==> src/rtl/genius_jogo_param_if.sv <==
// Pin-side bundle of the Genius game core: player controls, LED playback, result flags and debug taps.
interface genius_jogo_param_if #(
    parameter int unsigned N_BOTOES  = 4,
    parameter int unsigned N_RODADAS = 16
);
    localparam int unsigned RW = $clog2(N_RODADAS);

    logic                iniciar;
    logic                modo;
    logic [N_BOTOES-1:0] botoes;
    logic [N_BOTOES-1:0] leds;
    logic                pronto;
    logic                ganhou;
    logic                perdeu;
    logic                timeout;
    logic                db_tem_jogada;
    logic [3:0]          db_estado;
    logic [RW-1:0]       db_rodada;
    logic [RW-1:0]       db_contagem;
    logic [N_BOTOES-1:0] db_memoria;
    logic [N_BOTOES-1:0] db_jogada;

    modport master (
        output iniciar, modo, botoes,
        input  leds, pronto, ganhou, perdeu, timeout,
        input  db_tem_jogada, db_estado, db_rodada, db_contagem, db_memoria, db_jogada
    );

    modport slave (
        input  iniciar, modo, botoes,
        output leds, pronto, ganhou, perdeu, timeout,
        output db_tem_jogada, db_estado, db_rodada, db_contagem, db_memoria, db_jogada
    );
endinterface

==> src/rtl/genius_jogo_param.sv <==
// Parametrised Genius memory-game core: generates/stores a one-hot sequence, plays it back, checks the player.
// Optional move timeout enabled by defining GENIUS_TIMEOUT_EN.
module genius_jogo_param #(
    parameter int unsigned N_BOTOES       = 4,
    parameter int unsigned N_RODADAS      = 16,
    parameter int unsigned SHOW_CICLOS    = 1000,
    parameter int unsigned TIMEOUT_CICLOS = 5000
) (
    input  logic clock,
    input  logic reset,
    genius_jogo_param_if.slave bus
);
    localparam int unsigned GW      = $clog2(N_BOTOES);
    localparam int unsigned RW      = $clog2(N_RODADAS);
    localparam int unsigned CNT_MAX = (SHOW_CICLOS > TIMEOUT_CICLOS) ? SHOW_CICLOS : TIMEOUT_CICLOS;
    localparam int unsigned CW      = $clog2(CNT_MAX + 1);

    typedef enum logic [3:0] {
        INICIAL     = 4'h0, PREPARACAO = 4'h1, MOSTRA     = 4'h2, APAGA       = 4'h3,
        ESPERA      = 4'h4, REGISTRA   = 4'h5, COMPARA    = 4'h6, PROXIMA     = 4'h7,
        ESPERA_NOVA = 4'h8, GRAVA_NOVA = 4'h9, ACERTOU    = 4'hA, FIM_TIMEOUT = 4'hD,
        ERROU       = 4'hE
    } estado_t;

    estado_t             estado_q, estado_d;
    logic [GW-1:0]       g_q;
    logic [N_BOTOES-1:0] botoes_prev_q, jogada_q, leds_q, db_mem_q;
    logic                modo_q, tem_q, pronto_q, ganhou_q, perdeu_q;
    logic [RW-1:0]       rodada_q, rodada_d, addr_q, addr_d;
    logic [CW-1:0]       cnt_q, cnt_d;
    logic [N_BOTOES-1:0] mem [N_RODADAS];

    logic                mem_we, jogada_ld, modo_ld;
    logic [RW-1:0]       mem_waddr;
    logic [N_BOTOES-1:0] mem_wdata, gerado, mem_rd;
    logic                evento, show_fim, expira, match, fim_rodada;

    function automatic logic onehot(input logic [N_BOTOES-1:0] x);
        return (x != '0) && ((x & (x - N_BOTOES'(1))) == '0);
    endfunction

    assign gerado     = N_BOTOES'(1) << g_q;
    assign evento     = (bus.botoes != '0) && (botoes_prev_q == '0);
    assign show_fim   = cnt_q == CW'(SHOW_CICLOS - 1);
    assign match      = jogada_q == mem[addr_q];
    assign fim_rodada = addr_q == rodada_q;
    // Write-forwarding so playback/debug see a word written on the same edge
    assign mem_rd     = (mem_we && mem_waddr == addr_d) ? mem_wdata : mem[addr_d];
`ifdef GENIUS_TIMEOUT_EN
    assign expira     = cnt_q == CW'(TIMEOUT_CICLOS - 1);
`else
    assign expira     = 1'b0;
`endif

    always_ff @(posedge clock or negedge reset) begin
        if (!reset) estado_q <= INICIAL;
        else        estado_q <= estado_d;
    end

    always_comb begin
        estado_d = estado_q;
        case (estado_q)
            INICIAL:     if (bus.iniciar) estado_d = PREPARACAO;
            PREPARACAO:  estado_d = MOSTRA;
            MOSTRA:      if (show_fim) estado_d = APAGA;
            APAGA:       if (show_fim) estado_d = fim_rodada ? ESPERA : MOSTRA;
            ESPERA:      if (expira) estado_d = FIM_TIMEOUT;
                         else if (evento) estado_d = REGISTRA;
            REGISTRA:    estado_d = COMPARA;
            COMPARA:     if (!match) estado_d = ERROU;
                         else if (!fim_rodada) estado_d = ESPERA;
                         else if (rodada_q == RW'(N_RODADAS - 1)) estado_d = ACERTOU;
                         else estado_d = PROXIMA;
            PROXIMA:     estado_d = modo_q ? ESPERA_NOVA : MOSTRA;
            ESPERA_NOVA: if (expira) estado_d = FIM_TIMEOUT;
                         else if (evento) estado_d = GRAVA_NOVA;
            GRAVA_NOVA:  estado_d = onehot(jogada_q) ? MOSTRA : ERROU;
            ACERTOU, ERROU, FIM_TIMEOUT: if (bus.iniciar) estado_d = PREPARACAO;
            default:     estado_d = INICIAL;
        endcase
    end

    // Datapath controls derived from the current state
    always_comb begin
        rodada_d  = rodada_q;
        addr_d    = addr_q;
        cnt_d     = '0;
        mem_we    = 1'b0;
        mem_waddr = rodada_q + RW'(1);
        mem_wdata = gerado;
        jogada_ld = 1'b0;
        modo_ld   = 1'b0;
        case (estado_q)
            PREPARACAO: begin
                rodada_d  = '0;
                addr_d    = '0;
                mem_we    = 1'b1;
                mem_waddr = '0;
                modo_ld   = 1'b1;
            end
            MOSTRA: cnt_d = show_fim ? '0 : cnt_q + CW'(1);
            APAGA: begin
                cnt_d = show_fim ? '0 : cnt_q + CW'(1);
                if (show_fim) addr_d = fim_rodada ? '0 : addr_q + RW'(1);
            end
            ESPERA, ESPERA_NOVA: begin
`ifdef GENIUS_TIMEOUT_EN
                cnt_d = expira ? '0 : cnt_q + CW'(1);
`endif
                jogada_ld = evento && !expira;
            end
            COMPARA: if (match && !fim_rodada) addr_d = addr_q + RW'(1);
            PROXIMA: if (!modo_q) begin
                rodada_d = rodada_q + RW'(1);
                addr_d   = '0;
                mem_we   = 1'b1;
            end
            GRAVA_NOVA: if (onehot(jogada_q)) begin
                rodada_d  = rodada_q + RW'(1);
                addr_d    = '0;
                mem_we    = 1'b1;
                mem_wdata = jogada_q;
            end
            default: ;
        endcase
    end

    always_ff @(posedge clock or negedge reset) begin
        if (!reset) begin
            g_q           <= '0;
            botoes_prev_q <= '0;
            jogada_q      <= '0;
            modo_q        <= 1'b0;
            rodada_q      <= '0;
            addr_q        <= '0;
            cnt_q         <= '0;
            leds_q        <= '0;
            db_mem_q      <= '0;
            tem_q         <= 1'b0;
            pronto_q      <= 1'b0;
            ganhou_q      <= 1'b0;
            perdeu_q      <= 1'b0;
        end else begin
            g_q           <= (g_q == GW'(N_BOTOES - 1)) ? '0 : g_q + GW'(1);
            botoes_prev_q <= bus.botoes;
            if (jogada_ld) jogada_q <= bus.botoes;
            if (modo_ld)   modo_q   <= bus.modo;
            rodada_q      <= rodada_d;
            addr_q        <= addr_d;
            cnt_q         <= cnt_d;
            leds_q        <= (estado_d == MOSTRA) ? mem_rd : '0;
            db_mem_q      <= mem_rd;
            tem_q         <= bus.botoes != '0;
            pronto_q      <= estado_d inside {ACERTOU, ERROU, FIM_TIMEOUT};
            ganhou_q      <= estado_d == ACERTOU;
            perdeu_q      <= estado_d inside {ERROU, FIM_TIMEOUT};
        end
    end

    // Sequence storage, contents undefined after reset
    always_ff @(posedge clock) begin
        if (mem_we) mem[mem_waddr] <= mem_wdata;
    end

`ifdef GENIUS_TIMEOUT_EN
    logic timeout_q;
    always_ff @(posedge clock or negedge reset) begin
        if (!reset) timeout_q <= 1'b0;
        else        timeout_q <= estado_d == FIM_TIMEOUT;
    end
    assign bus.timeout = timeout_q;
`else
    assign bus.timeout = 1'b0;
`endif

    assign bus.leds          = leds_q;
    assign bus.pronto        = pronto_q;
    assign bus.ganhou        = ganhou_q;
    assign bus.perdeu        = perdeu_q;
    assign bus.db_tem_jogada = tem_q;
    assign bus.db_estado     = estado_q;
    assign bus.db_rodada     = rodada_q;
    assign bus.db_contagem   = addr_q;
    assign bus.db_memoria    = db_mem_q;
    assign bus.db_jogada     = jogada_q;
endmodule

==> src/flat_wrapper.sv <==
// flat-port wrapper written by rule: the top's interface ports become plain ports
module genius_jogo_param_flat 
#(
    parameter int unsigned N_BOTOES       = 4,
    parameter int unsigned N_RODADAS      = 16,
    parameter int unsigned SHOW_CICLOS    = 1000,
    parameter int unsigned TIMEOUT_CICLOS = 5000
)
  (clock, reset, bus_iniciar, bus_modo, bus_botoes, bus_leds, bus_pronto, bus_ganhou, bus_perdeu, bus_timeout, bus_db_tem_jogada, bus_db_estado, bus_db_rodada, bus_db_contagem, bus_db_memoria, bus_db_jogada);
  genius_jogo_param_if #(.N_BOTOES(N_BOTOES), .N_RODADAS(N_RODADAS)) bus_i ();
  input  logic clock;
  input  logic reset;
  input wire logic [$bits(bus_i.iniciar)-1:0] bus_iniciar;
  input wire logic [$bits(bus_i.modo)-1:0] bus_modo;
  input wire logic [$bits(bus_i.botoes)-1:0] bus_botoes;
  output wire logic [$bits(bus_i.leds)-1:0] bus_leds;
  output wire logic [$bits(bus_i.pronto)-1:0] bus_pronto;
  output wire logic [$bits(bus_i.ganhou)-1:0] bus_ganhou;
  output wire logic [$bits(bus_i.perdeu)-1:0] bus_perdeu;
  output wire logic [$bits(bus_i.timeout)-1:0] bus_timeout;
  output wire logic [$bits(bus_i.db_tem_jogada)-1:0] bus_db_tem_jogada;
  output wire logic [$bits(bus_i.db_estado)-1:0] bus_db_estado;
  output wire logic [$bits(bus_i.db_rodada)-1:0] bus_db_rodada;
  output wire logic [$bits(bus_i.db_contagem)-1:0] bus_db_contagem;
  output wire logic [$bits(bus_i.db_memoria)-1:0] bus_db_memoria;
  output wire logic [$bits(bus_i.db_jogada)-1:0] bus_db_jogada;
  assign bus_i.iniciar = bus_iniciar;
  assign bus_i.modo = bus_modo;
  assign bus_i.botoes = bus_botoes;
  assign bus_leds = bus_i.leds;
  assign bus_pronto = bus_i.pronto;
  assign bus_ganhou = bus_i.ganhou;
  assign bus_perdeu = bus_i.perdeu;
  assign bus_timeout = bus_i.timeout;
  assign bus_db_tem_jogada = bus_i.db_tem_jogada;
  assign bus_db_estado = bus_i.db_estado;
  assign bus_db_rodada = bus_i.db_rodada;
  assign bus_db_contagem = bus_i.db_contagem;
  assign bus_db_memoria = bus_i.db_memoria;
  assign bus_db_jogada = bus_i.db_jogada;
  genius_jogo_param #(.N_BOTOES(N_BOTOES), .N_RODADAS(N_RODADAS), .SHOW_CICLOS(SHOW_CICLOS), .TIMEOUT_CICLOS(TIMEOUT_CICLOS)) u_core (.clock(clock), .reset(reset), .bus(bus_i));
endmodule
==> config.mk <==
export PLATFORM = sky130hd
export DESIGN_NAME = genius_jogo_param_flat
export DESIGN_NICKNAME = d
export VERILOG_FILES = /design/src/rtl/genius_jogo_param_if.sv /design/src/rtl/genius_jogo_param.sv /design/src/flat_wrapper.sv
export SDC_FILE = /design/constraint.sdc
export NUM_CORES = 1
export LEC_CHECK = 0
export CAP_MARGIN = 20
export CORE_ASPECT_RATIO = 0.75
export CORE_MARGIN = 2
export CORE_UTILIZATION = 55
export CTS_BUF_LIST = sky130_fd_sc_hd__clkbuf_4 sky130_fd_sc_hd__clkbuf_8
export CTS_CLUSTER_DIAMETER = 80
export DETAILED_ROUTE_END_ITERATION = 10
export HOLD_SLACK_MARGIN = 0.15
export PLACE_DENSITY = 0.84
export SYNTH_ARGS = -nofsm -noshare
export SYNTH_HDL_FRONTEND = slang
export SYNTH_SLANG_ARGS = --single-unit
==> constraint.sdc <==
create_clock -name clock -period 4.03 [get_ports clock]
set_input_delay 0.6045 -clock clock [delete_from_list [all_inputs] [get_ports clock]]
set_output_delay 0.6045 -clock clock [all_outputs]
set_load 0.01 [all_outputs]
# Word-level counts from Yosys, hierarchy flattened
# Memories as Yosys holds them, arrays and structs flattened.
# Index checks and enable logic that the tools add are counted.
# word_totals
regBits,48
ramBits,64
inputBits,8
out_inout_bits,29
wordCells,99
n_memories,1
# classes
add_sub_neg,5
n_eq_ne,24
shifts,1
mux,36
bitwise,1
n_reduce_logical,17
# mem_list
name,words,word_bits,rd,rd_clocked_by_memory_dff,write_ports,line_no,rtl
u_core.mem,16,4,2,0,1,genius_jogo_param.sv:31,logic [N_BOTOES-1:0] mem [N_RODADAS];
# ops
op,n
4-bit two-way mux,22
4-bit case mux with 10 select lines,1
4-bit == test (second input constant),9
13-bit two-way mux,2
4-bit case mux with 5 select lines,1
4-bit by 3-bit == test with 1-bit output (second input constant),4
13-bit by 1-bit adder with 13-bit output (second input constant),1
13-bit by 10-bit == test with 1-bit output (second input constant),1
4-bit by 2-bit == test with 1-bit output (second input constant),3
4-bit == test,3
4-bit zero test,3
4-bit case mux with 3 select lines,1
4-bit by 1-bit adder with 4-bit output (second input constant),2
4-bit nonzero test,2
1-bit two-way mux,6
3-bit nonzero test,2
4-bit bitwise AND,1
4-bit by 1-bit == test with 1-bit output (second input constant),1
1-bit logical AND,4
2-bit OR reduction,2
4-bit OR reduction,1
1-bit by 2-bit left shift with 4-bit output (first input constant),1
4-bit by 1-bit subtractor with 4-bit output (second input constant),1
3-bit two-way mux,1
9 further kinds,9

# Longest topological paths before layout
# Gate-level depths: netlist of run 1.
# depth
word_depth,10
depth_mapped,15
depth_no_buf,12

# Least setup slack after synthesis of run 1
# No wires, ideal clock.
# synth_path
kind,register to register
start,reg u_core.addr_q[0] (netlist: u_core.bus.db_contagem[0])
end,reg u_core.leds_q[2] (netlist: u_core.bus.leds[2])
setup_ns,0.120
arrival_time_ns,3.018
t_required_ns,3.910
slack_ns,0.891
stages_incl_launch_ff,14
path_buffers,3
period_less_slack_ns,3.139
cell_sequence,dfrtp_1 -> buf_6 -> buf_2 -> mux2i_1 -> o22ai_1 -> a221oi_1 -> o2111ai_1 -> o31ai_1 -> nor3b_2 -> buf_6 -> mux4_2 -> nand3_1 -> nand3_1 -> o211a_1
# synth_via
elab_chain_len,9
elab_cells_between_ends,22
cone_classes,add/sub (1); eq/ne (4); mux (13); reduce/logical (3); memory (1)
# synth_lines
element,line_no,rtl
start: declaration,genius_jogo_param.sv:29,"logic [RW-1:0] rodada_q, rodada_d, addr_q, addr_d;"
start signal: assignment,genius_jogo_param.sv:149,addr_q <= addr_d;
branches (longest 8 deep; another with memory 16 x 4 bit),n/a,
4-bit two-way mux (*),genius_jogo_param.sv:151,leds_q <= (estado_d == MOSTRA) ? mem_rd : '0;
end signal: assignment,genius_jogo_param.sv:151,
end: declaration,genius_jogo_param.sv:27,"logic [N_BOTOES-1:0] botoes_prev_q, jogada_q, leds_q, db_mem_q;"
# Every way passes the cells marked *.
# A chain may end at the register's enable or synchronous reset.

# Worst setup path in the final report of run 1
# layout_path
start,reg u_core.addr_q[0] (netlist: u_core.bus.db_contagem[0])
end,reg u_core.leds_q[1] (netlist: u_core.bus.leds[1])
# Same word-level chain as after synthesis.

==> flow_summary.ini, run 1 <==
[setup_path]
cp.arrival_ps = 4170
cp-end-kind = flop
cp_data_required_time_ps = 4340
startpoint_type = flop
crit_type = flop to flop
critPathMaxFanout = 21

[synthesis]
synth_xor_area_share_pct = 3.23
synth_cells = 561
synth_compound_area_share_pct = 12.5
synth_edf_count = 64
synthesis.area_um2 = 6230
synth_seq_cells = 112
synth_area_leaders = edfxtp_1 31%, dfrtp_1 19%, mux2i_1 8.8%
synthArstFlopShare_pct = 42.9
synth-seq-area-share_pct = 50.1
synth_nets = 576
synth_cell_types = 68
yosys.area_share.simple_pct = 14.9
synth_common_cells = 64 x edfxtp_1, 59 x nor2_1, 55 x mux2i_1, 48 x dfrtp_1, 39 x nand2_1
yosys.area.top_type_share_pct = 30.8
avgSynthCellArea_um2 = 11.1
yosys_most_used_dff = edfxtp_1
synth.most_common_cell = edfxtp_1
synthMuxAreaShare_pct = 13.0
synthAdderAreaFrac_pct = 1.41
yosys_warnings = 0
synth_top_area_cell = edfxtp_1
synth_top_family_by_area = simple AND/OR/NAND/NOR gates

[placed_design]
routabilityCongestion = 1.08
port_buffers = 35
place_area_um2 = 6730
dp_hpwl_um = 12500
dp_slack_ps = 181

[routing]
firstDrtPassIters = 5
drtIter0Drc = 583
dr_total_vias = 4702
via_per_inst = 6.30
drtAntennaViolNets = 0
drt-total-wl_um = 16500
wl_per_cell_um = 22.1
drc_errors = 0

[timing]
clock.fmax_mhz = 259
whs_ps = 509
skew_ps = 9.56
fin_setup_tns_ps = 0
fin_crit_sh_pct = 95.8
final_hold_viol_count = 0
layout_setup_ws_ps = 168
grt_setup_unrepaired = no
max-slew-margin-rel_pct = 38.4
tightest_slew_ps = 916
setup_viol = 0
min_period_ps = 3860
finalMaxSlewViolations = 0

[global_routing]
overflow = 0
grt_pass1_vias = 4446
use_met2_pct = 40.5
grt_pass1_wl_um = 25400
antenna_found_initial = 0
groute.layer.met3.usage_pct = 6.45
grt_max_degree = 49
busiest_layer = met1
gr-usage-met1_pct = 42.2
track_usage_pct = 27.7

[pwr]
power_frac_comb_pct = 23.6
power.leakage_nw = 2.80
p_per_area_nw_per_um2 = 406
sw_frac_of_total_pct = 31.1
p_switching_uw = 887
p_int_mw = 1.96
p_clk_share_pct = 27.6
ir_drop_mv = 0.292
p_seq_share_pct = 48.8

[clock_tree]
cts_tree = yes
htreeDepth = 3
cts_buffers = 9
cts-root-buf = clkbuf_8
ctsLongestPathBuffers = 2
cts_setup_buffers = 0
clk_transition_reported_paths_ps = 110
numClockSinks = 112
clock_latency_ps = 390

[die]
die-area_um2 = 12200
die_x_um = 127
die_y_um = 96.2
core_um2 = 11000
initial_core_util_pct = 56.7
ioPinCount = 37
row_count = 33

[cells_and_area]
fin_util_pct = 63.8
fillCellCount = 848
syn2layout_area_growth_pct = 12.5
multi_input_area_um2 = 2820
design_area_um2 = 7010
nNetsFinal = 616
num_antenna_cells = 0
drive_gt1_share_pct = 12.2
seqCellArea_um2 = 3130

[run_status]
status = completed

[job]
max_cap_viol_count = 0

[min_path]
hp-class = flop to flop
worst max-delay path: stages (launching register included):
cell and delay, ps:
dfrtp_1 630, buf_12 240, mux2i_1 310, o22ai_1 140, a221oi_2 280, o2111ai_1 250, o31ai_1 300, nor3b_4 400
buf_4 360, mux2i_1 140, mux2_2 300, o22a_1 240, a31oi_1 190
layout by cell type (no fill, tap or decap), types with 19 or more instances in the layout:
cell	n
nand2_1	39
a21oi_1	19
buf_4	22
nand3_1	21
clkdlybuf4s50_1	34
mux2i_1	55
dfrtp_1	46
edfxtp_1	64
nor2_1	59
inv_1	21
metrics by stage:
stage                     cells  total power, mW
after floorplan             561             1.81
final                       746             2.85
after detailed placement    728             2.07
after CTS                   744             2.85
after global placement      728             2.05
after global routing        746             2.98
cells by family (layout without fill, tap and decap cells):
kind of cell | count (synthesis) | count (layout)
AO/OA/AOI/OAI | 109 | 109
XOR/XNOR | 23 | 23
adder cells (fa/ha/maj) | 7 | 7
buffers and inverters | 53 | 98
flip-flops | 112 | 112
multiplexers | 72 | 72
other | 1 | 1
AND/OR/NAND/NOR | 184 | 184
layer usage:
layer,up-vias,wire length [µm]
met5,-,0
met4,0,222
li1,2171,-
met2,226,7020
met3,19,1470
met1,2286,7800
state kept, by name, summed over array words and instances (netlist names), 4 cells and up:
signal,flops
u_core.bus.db_memoria,4
u_core.bus.db_rodada,4
u_core.bus.leds,4
u_core.botoes_prev_q,4
u_core.bus.db_jogada,4
u_core.mem,64
u_core.bus.db_contagem,4
u_core.cnt_q,13
u_core.bus.db_estado,4
repair_timing:
| action | CTS | global route |
|---|---|---|
| endpoints found under the hold margin | 0 | 11 |
| hold buffers | 0 | 1 |
| setup endpoints to repair | 0 | 8 |
| gates resized for setup | 0 | 2 |
layout make-up:
type	count	share of cell area [%]
inverter	22	1.18
sequential	112	44.6
clock buffer	9	1.77
tap	140	2.50
clock inverter	7	1.70
timing repair buffer	60	8.00
multi-input combinational	396	40.3
path summary, 6_finish.rpt:
kind	startpoint	endpoint	slack, ps	cells past startpoint
worst max-delay path	u_core.bus.db_contagem[0]	u_core.bus.leds[1]	170	12
worst min-delay path	u_core.cnt_q[0]	u_core.cnt_q[0]	510	1
worst max register to register	u_core.bus.db_contagem[0]	u_core.bus.leds[1]	170	12
worst min register to register	u_core.cnt_q[0]	u_core.cnt_q[0]	510	1
max in group asynchronous	reset	u_core.modo_q	2910	3
min in group asynchronous	reset	u_core.bus.db_memoria[0]	630	2
power groups by stage:
stage	Combinational, mW	Clock, mW	Sequential (mW)
after detailed placement	0.661	0	1.41
after floorplan	0.411	0	1.39
final	0.673	0.786	1.39
after CTS	0.663	0.798	1.39
after global routing	0.736	0.845	1.40
after global placement	0.646	0	1.41
Note: power is estimated with default switching activity, not from simulation.
==> inputs of run 2 (changes only) <==
--- a/config.mk
+++ b/config.mk
@@ -12,8 +12,10 @@
 export CTS_BUF_LIST = sky130_fd_sc_hd__clkbuf_4 sky130_fd_sc_hd__clkbuf_8
 export CTS_CLUSTER_DIAMETER = 80
 export DETAILED_ROUTE_END_ITERATION = 10
+export DONT_BUFFER_PORTS = 1
 export HOLD_SLACK_MARGIN = 0.15
-export PLACE_DENSITY = 0.84
+export PLACE_DENSITY = 0.79
+export SLEW_MARGIN = 20
 export SYNTH_ARGS = -nofsm -noshare
 export SYNTH_HDL_FRONTEND = slang
 export SYNTH_SLANG_ARGS = --single-unit
==> run 2 against run 1 <==
Register-to-register slack worse by 20 ps. Largest power group unchanged. Non-clock buffer count fell by 37. Cell area down 5.1%. Clock skew grew 5.1 ps. Final cell count shrank 5.0%. Hold slack worse by 280 ps. Sequential share of layout area is 2.4 points higher. Total power down 6.2%. Die area is the same.
==> flow_summary.ini, run 2 (same netlist as run 1, synthesis figures left out) <==
[run_status]
status = completed

[timing]
skew_ps = 14.7
min_period_ps = 3880
clock.fmax_mhz = 258
setup_viol = 0
fin_setup_tns_ps = 0
fin_crit_sh_pct = 96.3
max-slew-margin-rel_pct = 48.2
finalMaxSlewViolations = 0
grt_setup_unrepaired = no
tightest_slew_ps = 769
final_hold_viol_count = 0

[cells_and_area]
drive_gt1_share_pct = 12.5
num_antenna_cells = 0
largest_register = u_core.mem
top_regs = u_core.mem (64), u_core.cnt_q (13)
design_area_um2 = 6650
layout_commonest_cell = edfxtp_1
layout_common_cells = 64 x edfxtp_1, 59 x nor2_1, 55 x mux2i_1, 47 x dfrtp_1, 39 x nand2_1
largest_reg_flops = 64
syn2layout_area_growth_pct = 6.71
nNetsFinal = 579

[setup_path]
reg2reg_slack_ps = 150
crit_path_start = u_core.bus.db_contagem[2]
crit_end = u_core.bus.leds[2]
ff2ff_path_depth = 12
crit_family = compound AO/OA/AOI/OAI gates
startpoint_type = flop
crit_type = flop to flop
critPathMaxFanout = 37
cpMaxStageDelayCell = dfrtp_1
path_cells = buf_4, nand2b_1, o22ai_1, a221oi_2, o2111ai_1, o31ai_1, nor3b_4, buf_12, mux4_2, nand3_1, nand3_1, o211a_1
cp.arrival_ps = 4170
path_buf_inv = 2
cpMostUsedCell = nand3_1
r2r_start = u_core.bus.db_contagem[2]
cpPeakStageDelay_ps = 700
cp.depth = 12
r2r_end = u_core.bus.leds[2]
cp_data_required_time_ps = 4320
cp-end-kind = flop

[job]
max_cap_viol_count = 0

[die]
row_count = 33
die_y_um = 96.2
die-area_um2 = 12200
ioPinCount = 37
core_um2 = 11000
die_x_um = 127
initial_core_util_pct = 56.7

[placed_design]
place_area_um2 = 6390
dp_hpwl_um = 11900
port_buffers = 0
routabilityCongestion = 1.01

[clock_tree]
clk_transition_reported_paths_ps = 120
clock_latency_ps = 400
ctsLongestPathBuffers = 2
cts-root-buf = clkbuf_8
htreeDepth = 3
cts_buffers = 9
cts_tree = yes
numClockSinks = 112
cts_setup_buffers = 0

[min_path]
hp-class = input pin to flop

[routing]
drc_errors = 0
drtIter0Drc = 493
drt-total-wl_um = 16300
wl_per_cell_um = 23.0
firstDrtPassIters = 7
via_per_inst = 6.60
drtAntennaViolNets = 0
dr_total_vias = 4682

[global_routing]
grt_max_degree = 49
track_usage_pct = 27.5
antenna_found_initial = 0
grt_pass1_vias = 4418
grt_pass1_wl_um = 25000
overflow = 0

[pwr]
ir_drop_mv = 0.258
p_per_area_nw_per_um2 = 402
power.leakage_nw = 2.67
==> run 2: worst min path at each step <==
stage / slack (ps) / depth (start not counted) / start / endpoint
2_1_floorplan: 310 / 0 / reset / u_core.botoes_prev_q[0]
3_3_place_gp: 310 / 0 / reset / u_core.bus.leds[1]
3_5_place_dp: 310 / 0 / reset / u_core.bus.leds[0]
4_1_cts: 210 / 0 / bus_botoes[0] / u_core.botoes_prev_q[0]
5_1_grt: 200 / 0 / bus_botoes[1] / u_core.botoes_prev_q[1]
6_report: 230 / 0 / bus_botoes[0] / u_core.botoes_prev_q[0]
==> run 2: final cells by class <==
cell class	instances	area [µm²]
Fill cell	863	4330
Sequential cell	112	3120
Multi-Input combinational cell	396	2830
Timing Repair Buffer	23	220
Tap cell	140	175
Clock buffer	9	124
Clock inverter	7	93.8
Inverter	22	82.6
==> run 2: power breakdown <==
group / switching [mW] / internal (mW)
combinational: 0.329 / 0.205
clock: 0.460 / 0.264
sequential: 0.126 / 1.29
==> run 2: per-stage QoR <==
step	setup WS [ps]	util (%)	std cells	total power, mW	hold slack (ps)
floorplan	891	-	561	1.81	309
global placement	382	58.1	691	1.92	310
detailed placement	255	58.1	691	1.94	310
CTS	202	60.5	709	2.67	214
global route	8.86	60.5	709	2.80	202
finish	149	60.5	709	2.67	227
==> run 2: per-layer routing <==
layer	vias up	GRT usage [%]	share of wire, %
met4	0	9.34	2.1
met3	31	8.34	11
li1	2090	-	-
met2	257	39.4	43
met1	2304	39.9	44
met5	-	0	0
==> run 2: what timing repair did <==
item | 4_1_cts | 5_1_grt
gates resized for setup | 0 | 2
hold buffers | 2 | 0
hold endpoints to repair | 48 | 0
endpoints found under the setup margin | 0 | 4
==> run 2: worst reg2reg max path, cell delays in order, from the launching register on <==
cell and delay (ps):
dfrtp_1 700, buf_4 290, nand2b_1 200, o22ai_1 160, a221oi_2 370, o2111ai_1 270, o31ai_1 290, nor3b_4 250
buf_12 260, mux4_2 550, nand3_1 100, nand3_1 110, o211a_1 230
==> inputs of run 3 (changes only) <==
--- a/config.mk
+++ b/config.mk
@@ -7,10 +7,10 @@
 export LEC_CHECK = 0
 export CAP_MARGIN = 20
 export CORE_ASPECT_RATIO = 0.75
-export CORE_MARGIN = 2
+export CORE_MARGIN = 1
 export CORE_UTILIZATION = 55
 export CTS_BUF_LIST = sky130_fd_sc_hd__clkbuf_4 sky130_fd_sc_hd__clkbuf_8
-export CTS_CLUSTER_DIAMETER = 80
+export CTS_CLUSTER_DIAMETER = 120
 export DETAILED_ROUTE_END_ITERATION = 10
 export DONT_BUFFER_PORTS = 1
 export HOLD_SLACK_MARGIN = 0.15
==> run 3 against run 2 <==
The flow now finishes with violations (design-rule violations). First-iteration DRC count is 19% lower. Die area down 3.6%. Global-route usage grew 0.90 points. Non-clock buffer count is 4 higher. Register-to-register slack improved by 50 ps. Flip-flop and latch count unchanged. Hold slack improved by 9.0 ps. Critical path depth grew 1. Setup slack better by 52 ps. Wire length is 2.2% lower. Count of clock-buffer cells in the layout did not move. Largest cell class unchanged.
==> flow_summary.ini, run 3 (same netlist as run 1, synthesis figures left out) <==
[cells_and_area]
layout_commonest_cell = edfxtp_1
syn2layout_area_growth_pct = 7.25
nNetsFinal = 583
fin_cells = 713
top_regs = u_core.mem (64), u_core.cnt_q (13)
drive_gt1_share_pct = 14.0
layout_common_cells = 64 x edfxtp_1, 59 x nor2_1, 53 x mux2i_1, 45 x dfrtp_1, 39 x nand2_1
largest_reg_flops = 64
largest_register = u_core.mem
fillCellCount = 847
design_area_um2 = 6680
fin_util_pct = 60.8
num_antenna_cells = 0

[pwr]
p_total_mw = 2.60
p_seq_share_pct = 54.4
power.leakage_nw = 2.66
p_clk_share_pct = 24.8
sw_frac_of_total_pct = 33.1
p_int_mw = 1.74
p_switching_uw = 862
ir_drop_mv = 0.233
p_per_area_nw_per_um2 = 389
power_frac_comb_pct = 20.9

[setup_path]
reg2reg_slack_ps = 200
ff2ff_path_depth = 13
cp-end-kind = flop
cp.arrival_ps = 4080
startpoint_type = flop
cp_data_required_time_ps = 4280
path_buf_inv = 3
path_cells = buf_12, buf_4, or2_2, o22ai_1, o22a_1, nand4_1, o31ai_1, nor3b_4, buf_12, mux2i_1, a21oi_1, a2bb2oi_1, a31oi_1
critPathMaxFanout = 37
crit_type = flop to flop
crit_family = compound AO/OA/AOI/OAI gates
r2r_end = u_core.bus.db_memoria[3]
cpMostUsedCell = buf_12
r2r_start = u_core.bus.db_contagem[1]
cpMaxStageDelayCell = dfrtp_2
cpPeakStageDelay_ps = 480

[die]
ioPinCount = 37
core_um2 = 11000
die_y_um = 94.2
row_count = 33
initial_core_util_pct = 56.7
die_x_um = 125
die-area_um2 = 11800

[global_routing]
overflow = 0
track_usage_pct = 28.4
grt_max_degree = 49
grt_pass1_vias = 4225
grt_pass1_wl_um = 24700
antenna_found_initial = 0

[run_status]
violations = design-rule violations
status = finished with violations

[timing]
fin_crit_sh_pct = 95.0
min_period_ps = 3830
skew_ps = 11.7
fin_setup_tns_ps = 0
grt_setup_unrepaired = no
whs_ps = 236
finalMaxSlewViolations = 0
max-slew-margin-rel_pct = 48.2
final_hold_viol_count = 0
clock.fmax_mhz = 261
tightest_slew_ps = 770
setup_viol = 0
layout_setup_ws_ps = 201

[placed_design]
place_inst = 695
port_buffers = 0
routabilityCongestion = 1.01
place_area_um2 = 6430
dp_slack_ps = 245
dp_hpwl_um = 11600

[min_path]
hold_path_end = u_core.botoes_prev_q[1]
holdCritStartpoint = bus_botoes[1]
hold_depth = 0
hp-class = input pin to flop

[clock_tree]
clk_transition_reported_paths_ps = 110
numClockSinks = 112
ctsLongestPathBuffers = 2
cts_setup_buffers = 0
htreeDepth = 3
clock_latency_ps = 390
cts-root-buf = clkbuf_8
cts_buffers = 9
cts_tree = yes

[routing]
dr_total_vias = 4623
drc_errors = 6
drtIter0Drc = 401
drtAntennaViolNets = 0
drt-total-wl_um = 16000
wl_per_cell_um = 22.4
firstDrtPassIters = 8
via_per_inst = 6.48

[job]
max_cap_viol_count = 0
==> run 3: power by group through the flow <==
stage | clock [mW] | sequential [mW] | combinational, mW
after floorplan | 0 | 1.39 | 0.411
after global placement | 0 | 1.43 | 0.502
after detailed placement | 0 | 1.43 | 0.514
after CTS | 0.652 | 1.41 | 0.530
after global routing | 0.694 | 1.43 | 0.602
final | 0.644 | 1.41 | 0.543
==> run 3: layout make-up <==
type	count	area (µm²)	area share [%]
sequential	112	3130	46.8
clock buffer	9	124	1.85
clock inverter	7	57.6	0.861
tap	140	175	2.62
timing repair buffer	27	263	3.93
multi-input combinational	396	2850	42.7
inverter	22	82.6	1.24
==> run 3: worst register-to-register path, delay by kind of cell (launching register included) <==
kind | cells | cell delay [ps]
flip-flops | 1 | 480
AO/OA/AOI/OAI | 6 | 1330
multiplexers | 1 | 480
buffers and inverters | 3 | 620
AND/OR/NAND/NOR | 3 | 790
==> run 3: what timing repair did <==
action                                  4_1_cts  5_1_grt
resized for setup                             0        9
endpoints found under the setup margin        0        7
endpoints found under the hold margin        48        0
hold buffers                                  2        0
==> run 3: worst max-delay path by stage <==
stage	start	slack [ps]	to	cells after the start
after global placement	u_core.bus.db_contagem[2]	370	u_core.bus.leds[2]	10
after detailed placement	u_core.bus.db_contagem[2]	240	u_core.bus.leds[1]	11
after global routing	u_core.bus.db_contagem[1]	40	u_core.bus.leds[1]	12
after CTS	u_core.bus.db_contagem[2]	210	u_core.bus.leds[1]	11
final	u_core.bus.db_contagem[1]	200	u_core.bus.db_memoria[3]	13
after floorplan	u_core.bus.db_contagem[0]	890	u_core.bus.leds[2]	13
==> run 3: layer usage <==
metal,global-route usage [%],vias up,wire length (µm)
li1,-,2106,-
met5,0,-,0
met2,40.9,243,6820
met3,6.89,26,1500
met4,7.62,0,290
met1,42.5,2248,7370
